===== src/rtl/dram_cmd_sched_if.sv =====
// User command port of dram_cmd_sched: a valid/ready handshake carrying one DDR3 command.
interface dram_cmd_sched_if;
   logic        valid;
   logic        ready;
   logic [2:0]  cmd;
   logic [2:0]  ba;
   logic [15:0] addr;

   modport master (output valid, output cmd, output ba, output addr, input ready);
   modport slave  (input valid, input cmd, input ba, input addr, output ready);
endinterface


===== src/rtl/dram_cmd_sched.sv =====
// DDR3 command sequencer: JEDEC power-up, user command forwarding, and periodic
// precharge-all + auto-refresh preemption, all on divclk.
module dram_cmd_sched #(
   parameter int unsigned T_RSTL = 20000,
   parameter int unsigned T_CKE  = 50000,
   parameter int unsigned T_MRD  = 4,
   parameter int unsigned T_ZQ   = 512,
   parameter int unsigned T_RP   = 6,
   parameter int unsigned T_RFC  = 110,
   parameter int unsigned T_REFI = 3900,
   parameter logic [15:0] MR0    = 16'h0,
   parameter logic [15:0] MR1    = 16'h0,
   parameter logic [15:0] MR2    = 16'h0,
   parameter logic [15:0] MR3    = 16'h0
) (
   input  logic             divclk,
   input  logic             reset,
   dram_cmd_sched_if.slave  req,
   output logic             dram_reset_n,
   output logic             dram_cke,
   output logic             dram_cs_n,
   output logic             dram_ras_n,
   output logic             dram_cas_n,
   output logic             dram_we_n,
   output logic [2:0]       dram_ba,
   output logic [15:0]      dram_addr,
   output logic             init_done,
   output logic             ref_active,
   output logic             ref_overrun
);

   localparam int unsigned MAX_AB = (T_RSTL > T_CKE) ? T_RSTL : T_CKE;
   localparam int unsigned MAX_CD = (T_ZQ > T_RFC) ? T_ZQ : T_RFC;
   localparam int unsigned MAX_EF = (T_MRD > T_RP) ? T_MRD : T_RP;
   localparam int unsigned MAX_G  = (MAX_AB > MAX_CD) ? MAX_AB : MAX_CD;
   localparam int unsigned MAX_T  = (MAX_G > MAX_EF) ? MAX_G : MAX_EF;
   localparam int unsigned CW     = $clog2(MAX_T + 1);
   localparam int unsigned RW     = $clog2(T_REFI + 1);

   localparam logic [2:0]  CMD_MRS = 3'b000;
   localparam logic [2:0]  CMD_REF = 3'b001;
   localparam logic [2:0]  CMD_PRE = 3'b010;
   localparam logic [2:0]  CMD_ZQ  = 3'b110;
   localparam logic [2:0]  CMD_NOP = 3'b111;
   localparam logic [15:0] A10     = 16'h0400;

   typedef enum logic [3:0] {
      S_RST_HOLD, S_CKE_WAIT, S_MRS2, S_MRS3, S_MRS1, S_MRS0,
      S_ZQCL, S_IDLE, S_REF_ARM, S_PREA, S_REF
   } state_t;

   state_t        state;
   logic [CW-1:0] cnt;
   logic [RW-1:0] refi_cnt;
   logic          ref_pending;
   logic          ref_issue_c;

   // REF goes out on the edge the precharge wait expires; that edge retires the pending refresh.
   assign ref_issue_c = (state == S_PREA) && (cnt == '0);

   always_ff @(posedge divclk or posedge reset) begin
      if (reset) begin
         state        <= S_RST_HOLD;
         cnt          <= CW'(T_RSTL);
         refi_cnt     <= '0;
         ref_pending  <= 1'b0;
         dram_reset_n <= 1'b0;
         dram_cke     <= 1'b0;
         dram_cs_n    <= 1'b1;
         {dram_ras_n, dram_cas_n, dram_we_n} <= CMD_NOP;
         dram_ba      <= '0;
         dram_addr    <= '0;
         req.ready    <= 1'b0;
         init_done    <= 1'b0;
         ref_active   <= 1'b0;
         ref_overrun  <= 1'b0;
      end else begin
         // NOP unless a state below issues a command; ba/addr hold.
         dram_cs_n <= 1'b1;
         {dram_ras_n, dram_cas_n, dram_we_n} <= CMD_NOP;
         if (cnt != '0) cnt <= cnt - CW'(1);

         case (state)
            S_RST_HOLD: if (cnt == '0) begin
               state        <= S_CKE_WAIT;
               cnt          <= CW'(T_CKE - 1);
               dram_reset_n <= 1'b1;
            end
            S_CKE_WAIT: if (cnt == '0) begin
               state     <= S_MRS2;
               cnt       <= CW'(T_MRD);
               dram_cke  <= 1'b1;
               dram_cs_n <= 1'b0;
               {dram_ras_n, dram_cas_n, dram_we_n} <= CMD_MRS;
               dram_ba   <= 3'd2;
               dram_addr <= MR2;
            end
            S_MRS2: if (cnt == '0) begin
               state     <= S_MRS3;
               cnt       <= CW'(T_MRD);
               dram_cs_n <= 1'b0;
               {dram_ras_n, dram_cas_n, dram_we_n} <= CMD_MRS;
               dram_ba   <= 3'd3;
               dram_addr <= MR3;
            end
            S_MRS3: if (cnt == '0) begin
               state     <= S_MRS1;
               cnt       <= CW'(T_MRD);
               dram_cs_n <= 1'b0;
               {dram_ras_n, dram_cas_n, dram_we_n} <= CMD_MRS;
               dram_ba   <= 3'd1;
               dram_addr <= MR1;
            end
            S_MRS1: if (cnt == '0) begin
               state     <= S_MRS0;
               cnt       <= CW'(T_MRD);
               dram_cs_n <= 1'b0;
               {dram_ras_n, dram_cas_n, dram_we_n} <= CMD_MRS;
               dram_ba   <= 3'd0;
               dram_addr <= MR0;
            end
            S_MRS0: if (cnt == '0) begin
               state     <= S_ZQCL;
               cnt       <= CW'(T_ZQ);
               dram_cs_n <= 1'b0;
               {dram_ras_n, dram_cas_n, dram_we_n} <= CMD_ZQ;
               dram_ba   <= 3'd0;
               dram_addr <= A10;
            end
            S_ZQCL: if (cnt == '0) begin
               state     <= S_IDLE;
               init_done <= 1'b1;
               req.ready <= 1'b1;
               refi_cnt  <= RW'(T_REFI - 1);
            end
            S_IDLE: begin
               if (req.ready && req.valid) begin
                  dram_cs_n <= 1'b0;
                  {dram_ras_n, dram_cas_n, dram_we_n} <= req.cmd;
                  dram_ba   <= req.ba;
                  dram_addr <= req.addr;
               end
               if (ref_pending) begin
                  state     <= S_REF_ARM;
                  req.ready <= 1'b0;
               end else begin
                  req.ready <= 1'b1;
               end
            end
            S_REF_ARM: begin
               state      <= S_PREA;
               cnt        <= CW'(T_RP);
               ref_active <= 1'b1;
               dram_cs_n  <= 1'b0;
               {dram_ras_n, dram_cas_n, dram_we_n} <= CMD_PRE;
               dram_addr  <= A10;
            end
            S_PREA: if (cnt == '0) begin
               state       <= S_REF;
               cnt         <= CW'(T_RFC);
               ref_pending <= 1'b0;
               dram_cs_n   <= 1'b0;
               {dram_ras_n, dram_cas_n, dram_we_n} <= CMD_REF;
            end
            S_REF: if (cnt == '0) begin
               state      <= S_IDLE;
               ref_active <= 1'b0;
               req.ready  <= !ref_pending;
            end
            default: state <= S_RST_HOLD;
         endcase

         // Free-running refresh interval; a new expiry overrides a same-edge clear.
         if (init_done) begin
            if (refi_cnt == '0) begin
               refi_cnt    <= RW'(T_REFI - 1);
               ref_pending <= 1'b1;
               if (ref_pending && !ref_issue_c) ref_overrun <= 1'b1;
            end else begin
               refi_cnt <= refi_cnt - RW'(1);
            end
         end
      end
   end

endmodule


===== src/flat_wrapper.sv =====
// flat-port wrapper written by rule: the top's interface ports become plain ports
module dram_cmd_sched_flat 
#(
   parameter int unsigned T_RSTL = 20000,
   parameter int unsigned T_CKE  = 50000,
   parameter int unsigned T_MRD  = 4,
   parameter int unsigned T_ZQ   = 512,
   parameter int unsigned T_RP   = 6,
   parameter int unsigned T_RFC  = 110,
   parameter int unsigned T_REFI = 3900,
   parameter logic [15:0] MR0    = 16'h0,
   parameter logic [15:0] MR1    = 16'h0,
   parameter logic [15:0] MR2    = 16'h0,
   parameter logic [15:0] MR3    = 16'h0
)
  (divclk, reset, dram_reset_n, dram_cke, dram_cs_n, dram_ras_n, dram_cas_n, dram_we_n, dram_ba, dram_addr, init_done, ref_active, ref_overrun, req_valid, req_cmd, req_ba, req_addr, req_ready);
  dram_cmd_sched_if req_i ();
  input  logic divclk;
  input  logic reset;
  output logic dram_reset_n;
  output logic dram_cke;
  output logic dram_cs_n;
  output logic dram_ras_n;
  output logic dram_cas_n;
  output logic dram_we_n;
  output logic [2:0] dram_ba;
  output logic [15:0] dram_addr;
  output logic init_done;
  output logic ref_active;
  output logic ref_overrun;
  input wire logic [$bits(req_i.valid)-1:0] req_valid;
  input wire logic [$bits(req_i.cmd)-1:0] req_cmd;
  input wire logic [$bits(req_i.ba)-1:0] req_ba;
  input wire logic [$bits(req_i.addr)-1:0] req_addr;
  output wire logic [$bits(req_i.ready)-1:0] req_ready;
  assign req_i.valid = req_valid;
  assign req_i.cmd = req_cmd;
  assign req_i.ba = req_ba;
  assign req_i.addr = req_addr;
  assign req_ready = req_i.ready;
  dram_cmd_sched #(.T_RSTL(T_RSTL), .T_CKE(T_CKE), .T_MRD(T_MRD), .T_ZQ(T_ZQ), .T_RP(T_RP), .T_RFC(T_RFC), .T_REFI(T_REFI), .MR0(MR0), .MR1(MR1), .MR2(MR2), .MR3(MR3)) u_core (.divclk(divclk), .reset(reset), .req(req_i), .dram_reset_n(dram_reset_n), .dram_cke(dram_cke), .dram_cs_n(dram_cs_n), .dram_ras_n(dram_ras_n), .dram_cas_n(dram_cas_n), .dram_we_n(dram_we_n), .dram_ba(dram_ba), .dram_addr(dram_addr), .init_done(init_done), .ref_active(ref_active), .ref_overrun(ref_overrun));
endmodule

===== config.mk =====
export PLATFORM = sky130hd
export DESIGN_NAME = dram_cmd_sched_flat
export DESIGN_NICKNAME = d
export VERILOG_FILES = /design/src/rtl/dram_cmd_sched_if.sv /design/src/rtl/dram_cmd_sched.sv /design/src/flat_wrapper.sv
export SDC_FILE = /design/constraint.sdc
export NUM_CORES = 1
export LEC_CHECK = 0
export BUFFER_PORTS_ARGS = -buffer_cell sky130_fd_sc_hd__buf_2
export CORE_ASPECT_RATIO = 0.5
export CORE_UTILIZATION = 40
export CTS_CLUSTER_SIZE = 12
export DETAILED_ROUTE_END_ITERATION = 16
export PLACE_DENSITY = 0.68
export SETUP_SLACK_MARGIN = 0.15
export SYNTH_ARGS = -nofsm -noshare
export SYNTH_HDL_FRONTEND = slang
export SYNTH_SLANG_ARGS = --single-unit

===== constraint.sdc =====
create_clock -name divclk -period 4.23 [get_ports divclk]
set_input_delay 0.423 -clock divclk [delete_from_list [all_inputs] [get_ports divclk]]
set_output_delay 0.423 -clock divclk [all_outputs]
set_load 0.02 [all_outputs]

==> out/metrics.cfg <==
[outcome]
outcome=complete, no violations

[layout]
area_delta_synth_final_pct=20.4
final.fill_count=743
diodes=0
fin_cells=511
regArea_um2=1560
multi_input_area_um2=1590
drive_above_1_share=0.231
fin_util=0.519
fin_nets=429

[critical_path]
reg2reg_from=u_core.cnt[0]$_DFF_PP0_
slowest_stage=o41ai_4
worst_setup_path_start_kind=flip-flop
worst-path-buf-inv=2
cpPeakStageDelay_ns=0.61
cp_max_fo=18
end_kind=flip-flop
worst_ep_arrival_time_ns=2.84
crit_chain=inv_1 > ha_1 > nor4b_2 > and4_1 > inv_4 > o41ai_4 > o21ai_0 > a22o_1
required_ns=4.45
crit_type=flip-flop to flip-flop
worstReg2RegEnd=u_core.refi_cnt[2]$_DFFE_PP0P_
path_delay_family=compound AO/OA/AOI/OAI gates
ff2ff_setup_slack_ns=1.61
worst_r2r_path_depth=8

[route]
drc=0
ant_nets=0
drt_iter0_drc=187
firstDrtPassIters=4
vias_per_cell=5.59
finalWirelength_um=8080
wire_per_inst_um=15.8
vias=2858

[logic_synthesis]
synth-seq-area-share=0.473
synth_edf_count=0
netlist_instances=351
yosysUniqueCellTypes=54
yosys_register_bits=62
synth_largest_area_cell=dfrtp_1
synth_area_per_cell_um2=9.40
ys.flop_type=dfrtp_1
post-synth-top-count-cell=dfrtp_1
yosysWarnings=0
synth_common_cells=dfrtp_1, nor2_1, nand2_1
synth_area_leaders=dfrtp_1, dfstp_2, a22o_1
syn-cell-area_um2=3300
syn_nets=382
async_reset_ff_frac=1.00
synth_top_area_share=0.402

[clock_tree]
clock_latency_ns=0.33
cts_tree=done
cts_buffers=9
clock_path_buffers=2
post_cts_buffers=0
cts.sinks=62
cts.repair.resized=0
cts-root-buf=clkbuf_16
ctsHoldBuffers=0
clkTransAtPathRegs_ns=0.05
h-tree-depth=3

[min_path]
min_path_type=input port to asynchronous set/reset pin

[timing]
hold_ws_ns=0.224
finalCritPeriodShare=0.620
setup_viol=0
hold_viol_final=0
slew_viol_final=0
period_needed_ns=2.62
worst_pin_slew_ns=0.948
grt_setup_unrepaired=no
skew_ns=0.00476
tns_ns=0
fmax_mhz=381
slew_headroom=0.365

[floorplan]
start_util=0.431
ioPinCount=54
rows=22
die_w_um=130
die_y_um=66.2
fp.dieArea_um2=8640
core_um2=7650

[grt]
grt_max_degree=37
antenna_found_initial=0
overflow=0
grt_pass1_wl_um=13200
grt_pass1_vias=2619
grt_usage=0.206

[placement]
io_buffers=53
dp_cells=495
hpwl_um=5550
place_congestion=0.831

[pwr]
ir_worst_vdd_mv=0.177
cellLeakagePower_nw=1.82
powerDensity_nw_per_um2=361
p_total_mw=1.43

[job]
maxCapViolations=0

report_power, final:
| group | switching, mW | internal, mW |
|---|---|---|
| clock network | 0.255 | 0.562 |
| logic | 0.0144 | 0.00862 |
| registers | 0 | 0.594 |
| total | 0.269 | 1.17 |
cells by family after synthesis:
family | after synthesis | share of synthesized area
flops | 62 | 0.473
buf+inv | 33 | 0.0440
simple gates | 132 | 0.207
fa+ha+maj | 6 | 0.0227
xor+xnor | 11 | 0.0292
compound gates | 107 | 0.223
worst max path at each step:
stage / startpoint / to / slack [ns] / depth (start not counted)
4_1_cts: u_core.cnt[0]$_DFF_PP0_ / u_core.refi_cnt[7]$_DFFE_PP0P_ / 1.63 / 8
5_1_grt: u_core.cnt[0]$_DFF_PP0_ / u_core.refi_cnt[7]$_DFFE_PP0P_ / 1.44 / 8
3_3_place_gp: u_core.cnt[0]$_DFF_PP0_ / u_core.refi_cnt[2]$_DFFE_PP0P_ / 1.77 / 8
2_1_floorplan: u_core.cnt[0]$_DFF_PP0_ / u_core.cnt[0]$_DFF_PP0_ / 1.93 / 12
6_report: u_core.cnt[0]$_DFF_PP0_ / u_core.refi_cnt[2]$_DFFE_PP0P_ / 1.61 / 8
3_5_place_dp: u_core.cnt[0]$_DFF_PP0_ / u_core.refi_cnt[7]$_DFFE_PP0P_ / 1.64 / 8
worst reg2reg max path, delay by kind of cell (launching register included):
family                   cells  cell delay [ns]
AND/OR/NAND/NOR              2             0.63
buffers and inverters        2             0.26
adder cells (fa/ha/maj)      1             0.21
AO/OA/AOI/OAI                3             1.02
flip-flops                   1             0.39
layout make-up:
class,instances,area share
Clock buffer,13,0.0680
Clock inverter,3,0.0164
Inverter,11,0.0110
Multi-Input combinational cell,256,0.401
Sequential cell,62,0.393
Tap cell,108,0.0340
Timing Repair Buffer,58,0.0762
per-layer routing:
layer / routed length [um] / vias up / share of wire / global-route usage
li1: - / 1390 / - / -
met1: 3760 / 1406 / 0.47 / 0.268
met2: 3930 / 49 / 0.49 / 0.328
met3: 284 / 13 / 0.035 / 0.0461
met4: 106 / 0 / 0.013 / 0.0920
met5: 0 / - / 0 / 0
cell usage in the layout (no fill, tap or decap), types with 10 or more instances in the layout:
cell type / count
nor2_1: 36
a211oi_1: 11
a22o_1: 16
a31oi_1: 10
nor3_1: 18
nor4_1: 12
buf_2: 53
o21ai_0: 17
nand2_1: 33
a21oi_1: 25
dfrtp_1: 53
registers in the layout, indices dropped and copies added (netlist names), 3 cells and up:
| signal | count |
|---|---|
| u_core.state | 4 |
| u_core.dram_addr | 16 |
| u_core.cnt | 16 |
| u_core.refi_cnt | 12 |
| u_core.dram_ba | 3 |
stage by stage:
stage / worst slack, ns / cell area (um^2)
floorplan: 1.93 / 3300
global placement: 1.77 / 3640
detailed placement: 1.64 / 3640
CTS: 1.63 / 3970
global route: 1.44 / 3970
finish: 1.61 / 3970
Power figures use the tool's default switching activity.
